`src/rtl/stack_datapath_v2_pkg.sv`:
```
// rtl/stack_datapath_v2_pkg.sv - shared constants for the stack datapath
package stack_dp_pkg;

  // load_sig bit positions
  localparam int LD_R     = 0;
  localparam int LD_PC    = 1;
  localparam int LD_SP    = 2;
  localparam int LD_F     = 3;
  localparam int LD_T     = 4;
  localparam int LD_MAR   = 5;
  localparam int LD_MDZ   = 6;
  localparam int LD_IR    = 7;
  localparam int LD_SPARE = 8;

  // xfer_sig bit positions (X-bus sources)
  localparam int X_R   = 0;
  localparam int X_PC  = 1;
  localparam int X_SP  = 2;
  localparam int X_MAR = 3;
  localparam int X_MDR = 4;
  localparam int X_L   = 5;

  // ALU opcodes
  localparam logic [2:0] ALU_ADD  = 3'd0;
  localparam logic [2:0] ALU_SUB  = 3'd1;
  localparam logic [2:0] ALU_AND  = 3'd2;
  localparam logic [2:0] ALU_OR   = 3'd3;
  localparam logic [2:0] ALU_XOR  = 3'd4;
  localparam logic [2:0] ALU_NOT  = 3'd5;
  localparam logic [2:0] ALU_PX   = 3'd6;
  localparam logic [2:0] ALU_PT   = 3'd7;

  // mem_cmd encodings
  localparam logic [1:0] MEM_NONE   = 2'b00;
  localparam logic [1:0] MEM_RD_MDR = 2'b01;
  localparam logic [1:0] MEM_RD_IR  = 2'b10;
  localparam logic [1:0] MEM_WR     = 2'b11;

  // flag bit positions within {V,C,N,Z}
  localparam int FLG_Z = 0;
  localparam int FLG_N = 1;
  localparam int FLG_C = 2;
  localparam int FLG_V = 3;

endpackage

```
`src/rtl/stack_datapath_v2_if.sv`:
```
// rtl/stack_datapath_v2_if.sv - memory port bundle between datapath and memory
interface stack_datapath_v2_if #(
  parameter int DW = 16
) ();
  logic [DW-1:0] mem_addr;
  logic [DW-1:0] mem_wdata;
  logic [DW-1:0] mem_rdata;
  logic          mem_req;
  logic          mem_we;
  logic          mem_ready;

  modport master (
    output mem_addr, mem_wdata, mem_req, mem_we,
    input  mem_rdata, mem_ready
  );

  modport slave (
    input  mem_addr, mem_wdata, mem_req, mem_we,
    output mem_rdata, mem_ready
  );
endinterface

```
`src/rtl/stack_datapath_v2_mem_seq.sv`:
```
// rtl/stack_datapath_v2_mem_seq.sv - IDLE/WAIT memory sequencer driving the memory port
module mem_seq
  import stack_dp_pkg::*;
#(
  parameter int DW = 16
) (
  input  logic                 clk,
  input  logic                 reset,
  input  logic [1:0]           mem_cmd_i,
  input  logic [DW-1:0]        addr_i,
  input  logic [DW-1:0]        wdata_i,
  stack_datapath_v2_if.master  mem,
  output logic                 busy_o,
  output logic                 cap_mdr_o,
  output logic                 cap_ir_o,
  output logic [DW-1:0]        rdata_o
);

  localparam logic [0:0] S_IDLE = 1'b0;
  localparam logic [0:0] S_WAIT = 1'b1;

  logic [0:0] state_q, state_d;
  logic [1:0] cmd_q, cmd_d;

  // next state: accept a command only when idle, leave WAIT on ready
  always_comb begin
    state_d = state_q;
    cmd_d   = cmd_q;
    case (state_q)
      S_IDLE: begin
        if (mem_cmd_i != MEM_NONE) begin
          cmd_d   = mem_cmd_i;
          state_d = S_WAIT;
        end
      end
      default: begin
        if (mem.mem_ready) state_d = S_IDLE;
      end
    endcase
  end

  // state and latched command; reset aborts any transaction in flight
  always_ff @(posedge clk) begin
    if (reset) begin
      state_q <= S_IDLE;
      cmd_q   <= MEM_NONE;
    end else begin
      state_q <= state_d;
      cmd_q   <= cmd_d;
    end
  end

  assign busy_o        = (state_q == S_WAIT);
  assign mem.mem_req   = busy_o;
  assign mem.mem_we    = busy_o && (cmd_q == MEM_WR);
  assign mem.mem_addr  = addr_i;
  assign mem.mem_wdata = wdata_i;
  assign cap_mdr_o     = busy_o && mem.mem_ready && (cmd_q == MEM_RD_MDR);
  assign cap_ir_o      = busy_o && mem.mem_ready && (cmd_q == MEM_RD_IR);
  assign rdata_o       = mem.mem_rdata;

endmodule

```
`src/rtl/stack_datapath_v2.sv`:
```
// rtl/stack_datapath_v2.sv - stack-machine datapath top; optional guard macro STACK_DATAPATH_STACK_GUARD_EN
module stack_datapath_v2
  import stack_dp_pkg::*;
#(
  parameter int            DW     = 16,
  parameter int            NREG   = 8,
  parameter int            LBL_W  = 12,
  parameter logic [DW-1:0] SP_RST = DW'(16'hFFFF),
  parameter logic [DW-1:0] SP_LO  = '0,
  parameter logic [DW-1:0] SP_HI  = {DW{1'b1}}
) (
  input  logic                clk,
  input  logic                reset,
  input  logic [8:0]          load_sig,
  input  logic [5:0]          xfer_sig,
  input  logic [2:0]          alop,
  input  logic                sp_inc,
  input  logic                sp_dec,
  input  logic [1:0]          mem_cmd,
  stack_datapath_v2_if.master mem,
  output logic                busy,
  output logic [DW-1:0]       instruction,
  output logic                status,
  output logic                stack_fault
);

  localparam int RIW = $clog2(NREG);

  logic [DW-1:0]  pc_q, sp_q, t_q, mar_q, mdr_q, ir_q;
  logic [3:0]     flg_q;
  logic [DW-1:0]  gpr_q [NREG];

  logic [DW-1:0]  x_bus, z, lbl, rdata, sp_d;
  logic [DW:0]    ext_w;
  logic [3:0]     z_flags;
  logic           cy, ov, sp_upd, sp_bad;
  logic           cap_mdr, cap_ir;
  logic [RIW-1:0] ridx;
  logic [2:0]     ir_cc;
  logic           unused_ld;

  assign ridx      = ir_q[4 +: RIW];
  assign lbl       = {{(DW-LBL_W){ir_q[LBL_W-1]}}, ir_q[LBL_W-1:0]};
  assign ir_cc     = 3'(ir_q >> 12);
  assign unused_ld = load_sig[LD_IR] ^ load_sig[LD_SPARE];

  mem_seq #(.DW(DW)) u_mem_seq (
    .clk       (clk),
    .reset     (reset),
    .mem_cmd_i (mem_cmd),
    .addr_i    (mar_q),
    .wdata_i   (mdr_q),
    .mem       (mem),
    .busy_o    (busy),
    .cap_mdr_o (cap_mdr),
    .cap_ir_o  (cap_ir),
    .rdata_o   (rdata)
  );

  // X bus: wired-OR of every enabled source
  always_comb begin
    x_bus = '0;
    if (xfer_sig[X_R])   x_bus = x_bus | gpr_q[ridx];
    if (xfer_sig[X_PC])  x_bus = x_bus | pc_q;
    if (xfer_sig[X_SP])  x_bus = x_bus | sp_q;
    if (xfer_sig[X_MAR]) x_bus = x_bus | mar_q;
    if (xfer_sig[X_MDR]) x_bus = x_bus | mdr_q;
    if (xfer_sig[X_L])   x_bus = x_bus | lbl;
  end

  // ALU: Z = f(X, T); carry is carry-out on ADD and borrow on SUB
  always_comb begin
    ext_w = '0;
    cy    = 1'b0;
    ov    = 1'b0;
    case (alop)
      ALU_ADD: begin
        ext_w = {1'b0, x_bus} + {1'b0, t_q};
        z     = ext_w[DW-1:0];
        cy    = ext_w[DW];
        ov    = (x_bus[DW-1] == t_q[DW-1]) && (z[DW-1] != x_bus[DW-1]);
      end
      ALU_SUB: begin
        ext_w = {1'b0, x_bus} - {1'b0, t_q};
        z     = ext_w[DW-1:0];
        cy    = ext_w[DW];
        ov    = (x_bus[DW-1] != t_q[DW-1]) && (z[DW-1] != x_bus[DW-1]);
      end
      ALU_AND: z = x_bus & t_q;
      ALU_OR:  z = x_bus | t_q;
      ALU_XOR: z = x_bus ^ t_q;
      ALU_NOT: z = ~x_bus;
      ALU_PX:  z = x_bus;
      default: z = t_q;
    endcase
    z_flags = {ov, cy, z[DW-1], (z == '0)};
  end

  // general-purpose registers, indexed by the IR register field
  always_ff @(posedge clk) begin
    if (reset) begin
      for (int i = 0; i < NREG; i++) gpr_q[i] <= '0;
    end else if (load_sig[LD_R]) begin
      gpr_q[ridx] <= z;
    end
  end

  // PC, T, flags, MAR, MDR, IR; MAR/MDR loads are frozen while memory is busy
  always_ff @(posedge clk) begin
    if (reset) begin
      pc_q  <= '0;
      t_q   <= '0;
      flg_q <= '0;
      mar_q <= '0;
      mdr_q <= '0;
      ir_q  <= '0;
    end else begin
      if (load_sig[LD_PC])             pc_q  <= z;
      if (load_sig[LD_T])              t_q   <= x_bus;
      if (load_sig[LD_F])              flg_q <= z_flags;
      if (load_sig[LD_MAR] && !busy)   mar_q <= z;
      if (cap_mdr)                     mdr_q <= rdata;
      else if (load_sig[LD_MDZ] && !busy) mdr_q <= z;
      if (cap_ir)                      ir_q  <= rdata;
    end
  end

  // SP candidate: a load beats a step; opposing steps cancel
  always_comb begin
    sp_upd = 1'b0;
    sp_d   = sp_q;
    if (load_sig[LD_SP]) begin
      sp_upd = 1'b1;
      sp_d   = z;
    end else if (sp_inc && !sp_dec) begin
      sp_upd = 1'b1;
      sp_d   = sp_q + DW'(1);
    end else if (sp_dec && !sp_inc) begin
      sp_upd = 1'b1;
      sp_d   = sp_q - DW'(1);
    end
  end

`ifdef STACK_DATAPATH_STACK_GUARD_EN
  logic [DW:0] lo_diff, hi_diff;
  logic        fault_q;

  // bound checks done as widened subtractions so either bound may be 0 or all-ones
  assign lo_diff     = {1'b0, sp_d} - {1'b0, SP_LO};
  assign hi_diff     = {1'b0, SP_HI} - {1'b0, sp_d};
  assign sp_bad      = sp_upd && (lo_diff[DW] || hi_diff[DW]);
  assign stack_fault = fault_q;

  // sticky fault flag, cleared only by reset
  always_ff @(posedge clk) begin
    if (reset)       fault_q <= 1'b0;
    else if (sp_bad) fault_q <= 1'b1;
  end
`else
  assign sp_bad      = 1'b0;
  assign stack_fault = 1'b0;
`endif

  // stack pointer; out-of-range updates are dropped when the guard is built in
  always_ff @(posedge clk) begin
    if (reset)                 sp_q <= SP_RST;
    else if (sp_upd && !sp_bad) sp_q <= sp_d;
  end

  assign instruction = ir_q;
  assign status      = flg_q[ir_cc[2:1]] ^ ir_cc[0];

endmodule

```
`src/flat_wrapper.sv`:
```
// flat-port wrapper written by rule: the top's interface ports become plain ports
module stack_datapath_v2_flat import stack_dp_pkg::*;
#(
  parameter int            DW     = 16,
  parameter int            NREG   = 8,
  parameter int            LBL_W  = 12,
  parameter logic [DW-1:0] SP_RST = DW'(16'hFFFF),
  parameter logic [DW-1:0] SP_LO  = '0,
  parameter logic [DW-1:0] SP_HI  = {DW{1'b1}}
)
  (clk, reset, load_sig, xfer_sig, alop, sp_inc, sp_dec, mem_cmd, busy, instruction, status, stack_fault, mem_mem_addr, mem_mem_wdata, mem_mem_req, mem_mem_we, mem_mem_rdata, mem_mem_ready);
  stack_datapath_v2_if #(.DW(DW)) mem_i ();
  input  logic clk;
  input  logic reset;
  input  logic [8:0] load_sig;
  input  logic [5:0] xfer_sig;
  input  logic [2:0] alop;
  input  logic sp_inc;
  input  logic sp_dec;
  input  logic [1:0] mem_cmd;
  output logic busy;
  output logic [DW-1:0] instruction;
  output logic status;
  output logic stack_fault;
  output wire logic [$bits(mem_i.mem_addr)-1:0] mem_mem_addr;
  output wire logic [$bits(mem_i.mem_wdata)-1:0] mem_mem_wdata;
  output wire logic [$bits(mem_i.mem_req)-1:0] mem_mem_req;
  output wire logic [$bits(mem_i.mem_we)-1:0] mem_mem_we;
  input wire logic [$bits(mem_i.mem_rdata)-1:0] mem_mem_rdata;
  input wire logic [$bits(mem_i.mem_ready)-1:0] mem_mem_ready;
  assign mem_mem_addr = mem_i.mem_addr;
  assign mem_mem_wdata = mem_i.mem_wdata;
  assign mem_mem_req = mem_i.mem_req;
  assign mem_mem_we = mem_i.mem_we;
  assign mem_i.mem_rdata = mem_mem_rdata;
  assign mem_i.mem_ready = mem_mem_ready;
  stack_datapath_v2 #(.DW(DW), .NREG(NREG), .LBL_W(LBL_W), .SP_RST(SP_RST), .SP_LO(SP_LO), .SP_HI(SP_HI)) u_core (.clk(clk), .reset(reset), .load_sig(load_sig), .xfer_sig(xfer_sig), .alop(alop), .sp_inc(sp_inc), .sp_dec(sp_dec), .mem_cmd(mem_cmd), .mem(mem_i), .busy(busy), .instruction(instruction), .status(status), .stack_fault(stack_fault));
endmodule
```
`config.mk`:
```
export PLATFORM = sky130hd
export DESIGN_NAME = stack_datapath_v2_flat
export DESIGN_NICKNAME = d
export VERILOG_FILES = /design/src/rtl/stack_datapath_v2_pkg.sv /design/src/rtl/stack_datapath_v2_if.sv /design/src/rtl/stack_datapath_v2_mem_seq.sv /design/src/rtl/stack_datapath_v2.sv /design/src/flat_wrapper.sv
export SDC_FILE = /design/constraint.sdc
export NUM_CORES = 1
export LEC_CHECK = 0
export ABC_AREA = 1
export BUFFER_PORTS_ARGS = -buffer_cell sky130_fd_sc_hd__buf_2
export CELL_PAD_IN_SITES_DETAIL_PLACEMENT = 1
export CELL_PAD_IN_SITES_GLOBAL_PLACEMENT = 1
export CORE_AREA = 3 3 182 184
export CTS_BUF_LIST = sky130_fd_sc_hd__clkbuf_8
export CTS_CLUSTER_SIZE = 24
export DETAILED_ROUTE_END_ITERATION = 8
export DIE_AREA = 0 0 185 187
export PLACE_DENSITY = 0.9
export SETUP_SLACK_MARGIN = 0.05
export SYNTH_ARGS = -nofsm -noshare
export SYNTH_HDL_FRONTEND = slang
export SYNTH_SLANG_ARGS = --single-unit
```
`constraint.sdc`:
```
create_clock -name clk -period 4.65 [get_ports clk]
set_input_delay 0.93 -clock clk [delete_from_list [all_inputs] [get_ports clk]]
set_output_delay 0.93 -clock clk [all_outputs]
set_load 0.01 [all_outputs]
```
After elaboration in Yosys (flattened, before gate mapping)
Memory sizes are Yosys's and may differ from the RTL's. A register that Yosys moved wholly into a read port is not among the register bits.
Cells that the tools add are included.

cells by class
  muxes and demuxes = 32
  $add $sub $neg = 4
  bitwise operators = 11
  reduce and logical (&&, ||, !) cells = 21
  equality and inequality tests = 13
  order comparisons = 1

operators with widths
  cell                   number
  $mux 16                12
  $pmux 16 s7            1
  $or 16x16->16          6
  $add 16x16->17         1
  $sub 16x16->17         1
  $add 16x1->16 const B  1
  $and 16x16->16         1
  $logic_not 16->1       1
  $not 16->16            1
  $reduce_or 16->1       1
  $sub 16x1->16 const B  1
  $xor 16x16->16         1
  $mux 1                 13
  $logic_and 1x1->1      10
  $eq 3x3->1 const B     3
  $mux 3                 3
  $eq 3x2->1 const B     2
  $eq 2x2->1 const B     2
  $pmux 1 s2             2
  $reduce_and 2->1       2
  $reduce_bool 2->1      2
  $eq 3x1->1 const B     1
  $logic_not 1->1        3
  $logic_not 3->1        1
  8 further kinds        10

word-level totals
  output and inout port bits = 53
  memories = 1
  memory bits (writable) = 128
  logic and storage cells = 92
  register bits = 103

memory list
  memory        depth  width  read ports  clocked after Yosys merged registers in  wr ports  RTL line                 source
  u_core.gpr_q  8      16     1           1                                        8         stack_datapath_v2.sv:31  logic [DW-1:0] gpr_q [NREG];

Depth between registers and ports, before layout
Gate-level depths: netlist (run 1).

  word-level depth = 15
  gate-level depth with buffers = 29

By module
From an unflattened synthesis (run 1), not the netlist that was laid out.

unflattened totals
  cell total of the unflattened synthesis = 2025
  area total of the unflattened synthesis = 14767.9 sq um

modules (own cells, without submodules)
  module             seq. area each (sq um)  cells an instance  area an instance (sq um)  times used
  stack_datapath_v2  5905.7                  1951               14247.4                   1
  mem_seq            60.1                    74                 520.5                     1

Least setup slack after synthesis (run 1)
No wires, ideal clock.

  path type = input port to flip-flop
  from = input xfer_sig[2]
  to = memory u_core.gpr_q[0][12], data pin
  buffers on the path = 4
  path slack = 0.964 ns
  required time = 4.401 ns
  cell stages on the path = 22
  data arrival time = 3.437 ns
  cell sequence = buf_2 > buf_2 > a22o_1 > a211oi_1 > nand2_1 > ha_1 > buf_2 > inv_2 > nand2_1 > o21ai_1 > nand2_1 > nand2_1 > nand2_1 > nand3_1 > nand2_1 > nand2_1 > nor2_1 > nor2_1 > nand3_1 > buf_2 > nand2_1 > inv_1

RTL lines
  element          RTL line                 source
  start, declared  flat_wrapper.sv:16       input logic [5:0] xfer_sig;
  end, declared    stack_datapath_v2.sv:31

==> results of run 1 <==
==> synth_stat cells (12+ instances only) <==
master    number  share of area, %
nor3_1        14              0.49
clkbuf_1      45               1.2
o21ai_0      111               3.9
nand3_1      169               5.9
nor2_1       311               8.2
dfxtp_1      106                15
nand2_1      438                12
a31oi_1       18              0.79
inv_1        234               6.2
o211ai_1      21               1.1
ha_1          65               5.7
o221ai_1      12              0.74
buf_2         46               1.6
a21oi_1      112               3.9
edfxtp_1     128                27
nand4_1       12              0.53
==> kinds of logic after synthesis <==
logic type | count (synthesis)
AND/OR/NAND/NOR | 963
XOR/XNOR | 13
adder cells (fa/ha/maj) | 68
flip-flops | 234
other | 1
AO/OA/AOI/OAI | 329
buffers and inverters | 352
==> cell type report <==
type | instances | area [um2] | share of cell area (%)
repair buffers | 151 | 1010 | 6.30
clock buffers | 45 | 619 | 3.87
well taps | 402 | 503 | 3.14
flip-flops and latches | 234 | 5970 | 37.3
multi-input cells | 1374 | 6830 | 42.7
clock inverters | 27 | 155 | 0.970
inverters | 245 | 921 | 5.75
==> tightest hold or removal path, delay by kind of cell (launching register included) <==
kind                   cells  cell delay (ns)
AO/OA/AOI/OAI              1             0.07
buffers and inverters      1             0.06
flip-flops                 1             0.30
==> worst max path at each step <==
stage	start	end	slack (ns)	cells past startpoint
final	flip-flop	u_core.flg_q[0]	0.32	25
after global routing	flip-flop	u_core.flg_q[0]	0.11	25
after CTS	flip-flop	u_core.flg_q[0]	0.16	24
after detailed placement	xfer_sig[2]	u_core.gpr_q[2][13]	0.03	19
after global placement	xfer_sig[1]	u_core.gpr_q[7][9]	0.09	18
after floorplan	xfer_sig[2]	u_core.gpr_q[0][12]	0.96	22
==> registers in the layout (all words and copies together), names as in the netlist, 2 cells and up, named ones only <==
| signal | flops |
|---|---|
| u_core.pc_q | 16 |
| u_core.gpr_q | 128 |
| u_core.mdr_q | 16 |
| u_core.instruction | 16 |
| u_core.t_q | 16 |
| u_core.sp_q | 16 |
| u_core.mar_q | 16 |
| u_core.u_mem_seq.cmd_q | 2 |
| u_core.flg_q | 4 |
==> power groups by stage <==
stage | clock (mW) | sequential (mW) | combinational, mW
2_1_floorplan | 0 | 2.43 | 1.19
3_3_place_gp | 0 | 2.44 | 1.86
3_5_place_dp | 0 | 2.46 | 1.94
4_1_cts | 1.88 | 2.42 | 1.96
5_1_grt | 1.97 | 2.43 | 2.18
6_report | 1.88 | 2.42 | 2.01
==> routing by layer <==
metal	track usage, %	vias to the layer above	wire (um)
met2	52.2	690	26000
met5	0	-	8
met3	5.31	162	4460
met4	13.6	2	2860
li1	-	6579	-
met1	39.4	7037	21300
==> stage by stage <==
stage          power, mW  utilization [%]  area, um2  setup slack [ns]
6_report            6.31             50.7      16000             0.318
5_1_grt             6.58             50.7      16000             0.105
4_1_cts             6.26             50.7      16000             0.163
3_5_place_dp        4.39             48.2      15200            0.0294
3_3_place_gp        4.30             48.2      15200            0.0925
2_1_floorplan       3.62                -      14200             0.964
==> results.yml, run 1 <==
outcome:
  status: "finished, final reports clean"
synthesis:
  syn-num-nets: 2069
  yosys.area_share.simple_pct: 27.7
  synth_fa_ha_area_share_pct: 6.13
  synth-main-ff-cell: "edfxtp_1"
  netlist_instances: 1960
  synth-xor-area-share_pct: 0.800
  ys_seq_area_share_pct: 41.9
  async_flop_share_pct: 0
  yosys.cell_types.count: 48
  syn_area_per_cell_um2: 7.26
  synth_compound_area_share_pct: 13.2
  ys_ff_latch: 234
  muxShareOfSynthArea_pct: 0
  synth_top_family_by_area: "simple AND/OR/NAND/NOR gates"
  synth_edf_count: 128
  yosys_warnings: 0
  syn_area_mm2: 0.0142
timing:
  layout_min_cycle_time_ns: 4.33
  setup_tns_ns: 0
  maxSlewViolCount: 0
  slew_headroom_pct: 16.5
  worst_slew_pin_slew_ns: 1.25
  period_share_pct: 93.2
  finalSetupViolCount: 0
  rsz0062_at_grt: "no"
  hold_viol_final: 0
  hold_ws_ns: 0.474
  finClkSkew_ns: 0.0502
  fmax_mhz: 231
hold_path:
  holdCritPathClass: "flip-flop to flip-flop"
  min_path_cells: 2
  holdPathEnd: "u_core.pc_q[10]"
  hold_path_startpoint: "u_core.pc_q[10]"
floorplan:
  num_rows: 65
  die_w_um: 185
  core_mm2: 0.0316
  die_h_um: 187
  dieArea_mm2: 0.0346
  initial_core_util_pct: 45.1
  io_pins: 94
clock_tree:
  ctsHoldBuffers: 0
  clk_latency_ns: 0.59
  clkSinkCount: 234
  tritoncts: "done"
  htree_levels: 2
  cts_buffers: 41
  path_clk_slew_ns: 0.07
  clk_path_buf_depth: 3
  cts_root_buffer: "clkbuf_8"
  post-cts-setup-buffers: 0
  cts_resized: 0
placement:
  portBuffers: 90
  gp_congestion: 0.948
  place_inst: 2406
  place.detailed.hpwl_um: 39500
critical_path:
  regToRegSetupSlack_ns: 0.32
  end_kind: "flip-flop"
  crit_required_ns: 5.15
  r2r_end: "u_core.flg_q[0]"
  max_stage_delay_ns: 0.49
  crit_type: "flip-flop to flip-flop"
  cp_common_cell: "nor2_1"
  reg2regPathDepth: 25
  startpoint_type: "flip-flop"
  cp_top_family: "simple AND/OR/NAND/NOR gates"
  path_buf_inv: 3
  critical_path_arrival_ns: 4.83
  cpMaxStageDelayCell: "dfxtp_4"
  crit_fanout: 37
final_layout:
  instances_no_fill: 2478
  layout_common_cells: "nand2_1, nor2_1, inv_1"
  antenna_cells: 0
  mostFrequentLayoutCell: "nand2_1"
  drive_above_1_share_pct: 11.1
  synthToLayoutAreaGrowth_pct: 12.4
  nets: 2156
  fillers: 4027
job:
  maxCapViolCount: 0
global_route:
  overflow: 0
  grt_pass1_wl_um: 84400
  antenna_found_initial: 1
  grt_use_total_pct: 31.2
  grt_pass1_vias: 15050
  grt_max_degree: 59
pwr:
  switchingPower_mw: 2.41
  power-per-cell-area_mw_per_mm2: 394
  p_clk_share_pct: 29.7
  p_comb_share_pct: 31.9
  p_int_mw: 3.90
  swShare_pct: 38.2
  p_leak_nw: 7.52
  ir_worst_vdd_mv: 0.226
  seqPwrFrac_pct: 38.4
detailed_routing:
  detail_route.wl_per_cell_um: 22.1
  dr_total_vias: 14470
  first_pass_iters: 5
  drt_wl_total_um: 54600
  vias_per_cell: 5.84
  drt_iter0_drc: 1352
  ant_nets: 0
  drc: 0
Power figures use the tool's default switching activity.
==> run 2, diff against run 1 <==
--- a/config.mk
+++ b/config.mk
@@ -9,13 +9,14 @@
 export BUFFER_PORTS_ARGS = -buffer_cell sky130_fd_sc_hd__buf_2
 export CELL_PAD_IN_SITES_DETAIL_PLACEMENT = 1
 export CELL_PAD_IN_SITES_GLOBAL_PLACEMENT = 1
-export CORE_AREA = 3 3 182 184
+export CORE_AREA = 3 3 186 188
 export CTS_BUF_LIST = sky130_fd_sc_hd__clkbuf_8
 export CTS_CLUSTER_SIZE = 24
 export DETAILED_ROUTE_END_ITERATION = 8
-export DIE_AREA = 0 0 185 187
-export PLACE_DENSITY = 0.9
+export DIE_AREA = 0 0 189 191
+export PLACE_DENSITY = 0.89
 export SETUP_SLACK_MARGIN = 0.05
 export SYNTH_ARGS = -nofsm -noshare
 export SYNTH_HDL_FRONTEND = slang
+export SYNTH_HIERARCHICAL = 1
 export SYNTH_SLANG_ARGS = --single-unit
==> run 2 against run 1 <==
  * Fmax fell by 4.5%
  * Sequential share of layout area shrank 0.50 points
  * Area after synthesis increased by 3.7%
  * Via count is 2.7% higher
  * Non-clock buffer count rose by 9
  * Total power increased by 0.58%
  * Largest power group unchanged
==> results.yml, run 2 <==
placement:
  gp_congestion: 0.923
  place_inst: 2489
  placed_area_mm2: 0.0155
  portBuffers: 90
  place.detailed.hpwl_um: 39300
  pre_cts_slack_ns: 0.149
critical_path:
  crit_required_ns: 4.93
  crit_fanout: 25
  startpoint_type: "flip-flop"
  end_kind: "flip-flop"
  crit_type: "flip-flop to flip-flop"
  critical_path_arrival_ns: 4.82
  regToRegSetupSlack_ns: 0.11
timing:
  finalSetupViolCount: 0
  fmax_mhz: 220
  hold_ws_ns: 0.494
  finClkSkew_ns: 0.0295
  maxSlewViolCount: 0
  worst_slew_pin_slew_ns: 1.32
  setup_tns_ns: 0
  hold_viol_final: 0
  period_share_pct: 97.6
  slew_headroom_pct: 11.8
  layout_min_cycle_time_ns: 4.54
  setup_ws_ns: 0.113
  rsz0062_at_grt: "no"
synthesis:
  muxShareOfSynthArea_pct: 0
  yosysMostFrequentCell: "nand2_1"
  synth.top_cell.area_share_pct: 26.0
  synth_edf_count: 128
  yosys_warnings: 6
  async_flop_share_pct: 0
  syn_area_per_cell_um2: 7.29
  yosys.area_share.simple_pct: 28.0
  synth.area.top_cells: "edfxtp_1, dfxtp_1, nand2_1, nor2_1, inv_1"
  netlist_instances: 2025
  yosysTopAreaCell: "edfxtp_1"
  synth_top_family_by_area: "simple AND/OR/NAND/NOR gates"
  syn-num-nets: 2133
  synth-main-ff-cell: "edfxtp_1"
  synth-xor-area-share_pct: 0.890
  ys_seq_area_share_pct: 40.4
  syn_area_mm2: 0.0148
  synth_fa_ha_area_share_pct: 5.83
  ys_top_cells_by_count: "nand2_1, nor2_1, inv_1"
  synth_compound_area_share_pct: 12.6
  ys_ff_latch: 234
  yosys.cell_types.count: 49
clock_tree:
  clkSinkCount: 234
  clk_path_buf_depth: 3
  cts_buffers: 40
  clk_latency_ns: 0.58
  htree_levels: 2
  cts_root_buffer: "clkbuf_8"
  path_clk_slew_ns: 0.06
  tritoncts: "done"
  post-cts-setup-buffers: 0
floorplan:
  die_h_um: 191
  dieArea_mm2: 0.0361
  initial_core_util_pct: 44.4
  io_pins: 94
  die_w_um: 189
  core_mm2: 0.0333
  num_rows: 67
pwr:
  power_mw: 6.34
  p_leak_nw: 7.61
  ir_worst_vdd_mv: 0.232
  power-per-cell-area_mw_per_mm2: 391
global_route:
  grt_pass1_vias: 15667
  grt_pass1_wl_um: 88300
  grt_use_total_pct: 31.2
  grt_max_degree: 57
  overflow: 0
  antenna_found_initial: 1
hold_path:
  holdCritPathClass: "flip-flop to flip-flop"
final_layout:
  instances_no_fill: 2562
  drive_above_1_share_pct: 12.9
  synthToLayoutAreaGrowth_pct: 9.84
  mostFrequentLayoutCell: "nand2_1"
  nets: 2191
  utilization_pct: 48.7
  top_register: "u_core/gpr_q"
  design_area_mm2: 0.0162
  layout_common_cells: "nand2_1, nor2_1, inv_1"
  largest_reg_flops: 128
outcome:
  status: "finished, final reports clean"
detailed_routing:
  ant_nets: 0
  drc: 0
  detail_route.wl_per_cell_um: 22.3
  dr_total_vias: 14854
  first_pass_iters: 5
  drt_iter0_drc: 1053
  vias_per_cell: 5.80
  drt_wl_total_um: 57200
job:
  maxCapViolCount: 0
## run 2: what timing repair did
item / in CTS / in global routing
gates resized for setup: 0 / 2
hold buffers: 0 / 0
setup endpoints to repair: 0 / 78
## run 2: path summary, 6_finish.rpt
| kind | start | endpoint | cells past startpoint |
|---|---|---|---|
| setup / recovery | flip-flop | u_core/gpr_q[2][11] | 19 |
| hold / removal | u_core/u_mem_seq/cmd_q[0] | u_core/u_mem_seq/cmd_q[0] | 2 |
| setup reg to reg | flip-flop | u_core/gpr_q[2][11] | 19 |
| hold reg to reg | u_core/u_mem_seq/cmd_q[0] | u_core/u_mem_seq/cmd_q[0] | 2 |
## run 2: worst max-delay path: stages (launching register included)
cell      delay (ns)
dfxtp_2         0.46
buf_4           0.37
o21ai_0         0.22
o211ai_1        0.37
nand3_1         0.24
nand2_2         0.13
inv_1           0.05
ha_1            0.45
inv_1           0.18
nand2_1         0.11
nand3_1         0.21
nand2_1         0.17
nand4_1         0.10
nand3_1         0.08
nand2_1         0.06
nor2_1          0.14
nand3_1         0.38
clkinv_1        0.20
buf_4           0.22
nor2_1          0.09
## run 2: area by class of cell
| type | instances | area [um2] |
|---|---|---|
| antenna | 1 | 2.50 |
| timing repair buffer | 160 | 1040 |
| tap | 448 | 561 |
| inverter | 246 | 928 |
| clock buffer | 42 | 578 |
| clock inverter | 30 | 138 |
| fill | 4264 | 17100 |
| sequential | 234 | 5970 |
| multi-input combinational | 1401 | 7000 |
## run 2: power by group
part	switching [mW]	internal, mW	leakage [nW]
clock	0.914	0.845	0.447
combinational	1.47	0.687	4.97
sequential	0.109	2.32	2.20
## run 2: cell families (layout without fill, tap and decap cells)
group                      count (synthesis)  count (layout)
AOI/OAI and AO/OA                        328             328
xor gates and xnor gates                  15              15
adders and majority gates                 67              67
buffers and inverters                    390             478
DFF                                      234             234
other                                      1               2
and+or+nand+nor                          990             990
## run 2: layer usage
layer | vias to the layer above | global-route usage (%) | wire [um]
li1 | 6660 | - | -
met1 | 7191 | 35.9 | 21500
met2 | 759 | 53.9 | 27600
met3 | 242 | 6.31 | 4470
met4 | 2 | 17.6 | 3630
met5 | - | 2.06 | 102
==> run 3, diff against run 2 <==
--- a/config.mk
+++ b/config.mk
@@ -9,14 +9,14 @@
 export BUFFER_PORTS_ARGS = -buffer_cell sky130_fd_sc_hd__buf_2
 export CELL_PAD_IN_SITES_DETAIL_PLACEMENT = 1
 export CELL_PAD_IN_SITES_GLOBAL_PLACEMENT = 1
-export CORE_AREA = 3 3 186 188
+export CORE_AREA = 2 2 181 183
 export CTS_BUF_LIST = sky130_fd_sc_hd__clkbuf_8
 export CTS_CLUSTER_SIZE = 24
 export DETAILED_ROUTE_END_ITERATION = 8
-export DIE_AREA = 0 0 189 191
-export PLACE_DENSITY = 0.89
+export DIE_AREA = 0 0 183 185
+export PLACE_DENSITY = 0.9
+export RECOVER_POWER = 50
 export SETUP_SLACK_MARGIN = 0.05
 export SYNTH_ARGS = -nofsm -noshare
 export SYNTH_HDL_FRONTEND = slang
-export SYNTH_HIERARCHICAL = 1
 export SYNTH_SLANG_ARGS = --single-unit
==> run 3 against run 2 <==
  * The flow now finishes with violations (capacitance limit, slew limit)
  * First-iteration DRC count grew 4.4%
  * Highest routed layer is now met4
  * Largest cell class unchanged
  * Final cell count shrank 3.2%
  * Wire length decreased by 5.0%
  * Critical path depth up 2
==> results.yml, run 3 (synthesized netlist as in run 1, its figures left out) <==
placement:
  place_inst: 2407
  gp_congestion: 0.963
  place.detailed.hpwl_um: 38300
  pre_cts_slack_ns: 0.167
  portBuffers: 90
hold_path:
  holdCritPathClass: "flip-flop to flip-flop"
final_layout:
  instances_no_fill: 2479
  mostFrequentLayoutCell: "nand2_1"
  nets: 2150
  drive_above_1_share_pct: 7.92
  synthToLayoutAreaGrowth_pct: 11.3
  layout_common_cells: "nand2_1, nor2_1, inv_1"
  multi_input_area_mm2: 0.00683
  seq_area_mm2: 0.00597
  largest_reg_flops: 128
  top_register: "u_core.gpr_q"
  fillers: 4145
timing:
  hold_viol_final: 0
  slew_headroom_pct: -55.7
  layout_min_cycle_time_ns: 4.36
  rsz0062_at_grt: "yes"
  finClkSkew_ns: 0.0379
  fmax_mhz: 229
  setup_tns_ns: 0
  finalSetupViolCount: 0
  period_share_pct: 93.8
  worst_slew_pin_slew_ns: 2.34
  maxSlewViolCount: 54
  setup_ws_ns: 0.290
  hold_ws_ns: 0.471
outcome:
  violations: "capacitance limit, slew limit"
  status: "finished, violations left"
detailed_routing:
  drt_wl_total_um: 54400
  first_pass_iters: 5
  ant_nets: 0
  drt_iter0_drc: 1099
  detail_route.wl_per_cell_um: 21.9
  vias_per_cell: 5.81
  dr_total_vias: 14413
  drc: 0
clock_tree:
  clk_latency_ns: 0.58
  htree_levels: 2
  path_clk_slew_ns: 0.06
  post-cts-setup-buffers: 0
  tritoncts: "done"
  cts_buffers: 40
  clk_path_buf_depth: 3
  clkSinkCount: 234
  cts_resized: 0
  cts_root_buffer: "clkbuf_8"
  ctsHoldBuffers: 0
floorplan:
  io_pins: 94
  num_rows: 66
  core_mm2: 0.0320
  die_h_um: 185
  dieArea_mm2: 0.0339
  initial_core_util_pct: 44.4
  die_w_um: 183
critical_path:
  regToRegSetupSlack_ns: 0.29
  endpoint: "u_core.flg_q[0]"
  critical_path_arrival_ns: 4.85
  crit_required_ns: 5.14
  reg2regPathDepth: 21
  startpoint_type: "flip-flop"
  end_kind: "flip-flop"
  crit_type: "flip-flop to flip-flop"
  crit_fanout: 16
  r2r_end: "u_core.flg_q[0]"
pwr:
  power-per-cell-area_mw_per_mm2: 393
  p_leak_nw: 7.26
  ir_worst_vdd_mv: 0.228
global_route:
  grt_max_degree: 71
  grt_pass1_vias: 14651
  overflow: 0
  antenna_found_initial: 0
  grt_use_total_pct: 31.7
  grt_pass1_wl_um: 82500
job:
  maxCapViolCount: 1
## run 3: cell count changes in the layout (fill, tap and decap cells not counted), sizes merged, moves of 4 or more
| cell | before | now |
|---|---|---|
| nand2 | 466 | 444 |
| a21oi | 107 | 112 |
| o221ai | 0 | 12 |
| inv | 267 | 261 |
| nor2 | 326 | 312 |
| a211oi | 5 | 11 |
| nand3 | 156 | 172 |
| xor2 | 10 | 4 |
| xnor2 | 5 | 9 |
| clkbuf | 42 | 101 |
| o211ai | 33 | 22 |
| buf | 160 | 90 |
| o21ai | 133 | 122 |
## run 3: worst max-delay path, cell delays in order, from the launching register on
cell and delay, ns:
dfxtp_1 0.37, inv_1 0.25, buf_4 0.34, nand2_1 0.09, nand3_1 0.08, nand3_1 0.24, nand2_1 0.30, inv_1 0.11
ha_1 0.25, fa_1 0.42, inv_1 0.11, buf_4 0.14, nand2_1 0.08, nand2_1 0.15, nand2_1 0.08, nand3_1 0.09
nand3_1 0.12, nor3_4 0.46, nand3_1 0.14, nor2_1 0.19, nand3_1 0.13, a21oi_1 0.15
## run 3: how the worst min path moves through the flow
stage	from	endpoint	slack (ns)	depth (start not counted)
floorplan	u_core.pc_q[10]	u_core.pc_q[10]	0.43	2
global placement	u_core.pc_q[10]	u_core.pc_q[10]	0.45	2
detailed placement	u_core.pc_q[10]	u_core.pc_q[10]	0.46	2
CTS	u_core.pc_q[10]	u_core.pc_q[10]	0.47	2
global route	u_core.pc_q[10]	u_core.pc_q[10]	0.50	2
finish	u_core.pc_q[10]	u_core.pc_q[10]	0.47	2
## run 3: final cells by class
type | instances | share of cell area (%)
clock buffers | 45 | 3.91
repair buffers | 146 | 5.39
flip-flops and latches | 234 | 37.7
well taps | 408 | 3.22
multi-input cells | 1374 | 43.1
inverters | 245 | 5.83
clock inverters | 26 | 0.861
diodes | 1 | 0.0158
## run 3: routing by layer
metal  routed length [um]  track usage, %  up-vias  share of wire (%)
met2                26100            54.6      633                 48
li1                     -               -     6567                  -
met5                    0               0        -                  0
met4                 2360            14.3        0                4.3
met3                 4130            5.29      142                7.6
met1                21800            39.0     7071                 40
## run 3: through the flow
stage	area (um2)	utilization, %	power, mW
floorplan	14200	-	3.62
global placement	15200	47.3	4.28
detailed placement	15200	47.3	4.37
CTS	15900	49.7	6.18
global route	15800	49.4	6.47
finish	15800	49.4	6.23
## run 3: report_power, final
part | switching (mW) | leakage (nW) | internal [mW]
Sequential | 0.0995 | 2.20 | 2.32
Clock | 0.928 | 0.451 | 0.901
Combinational | 1.38 | 4.60 | 0.600
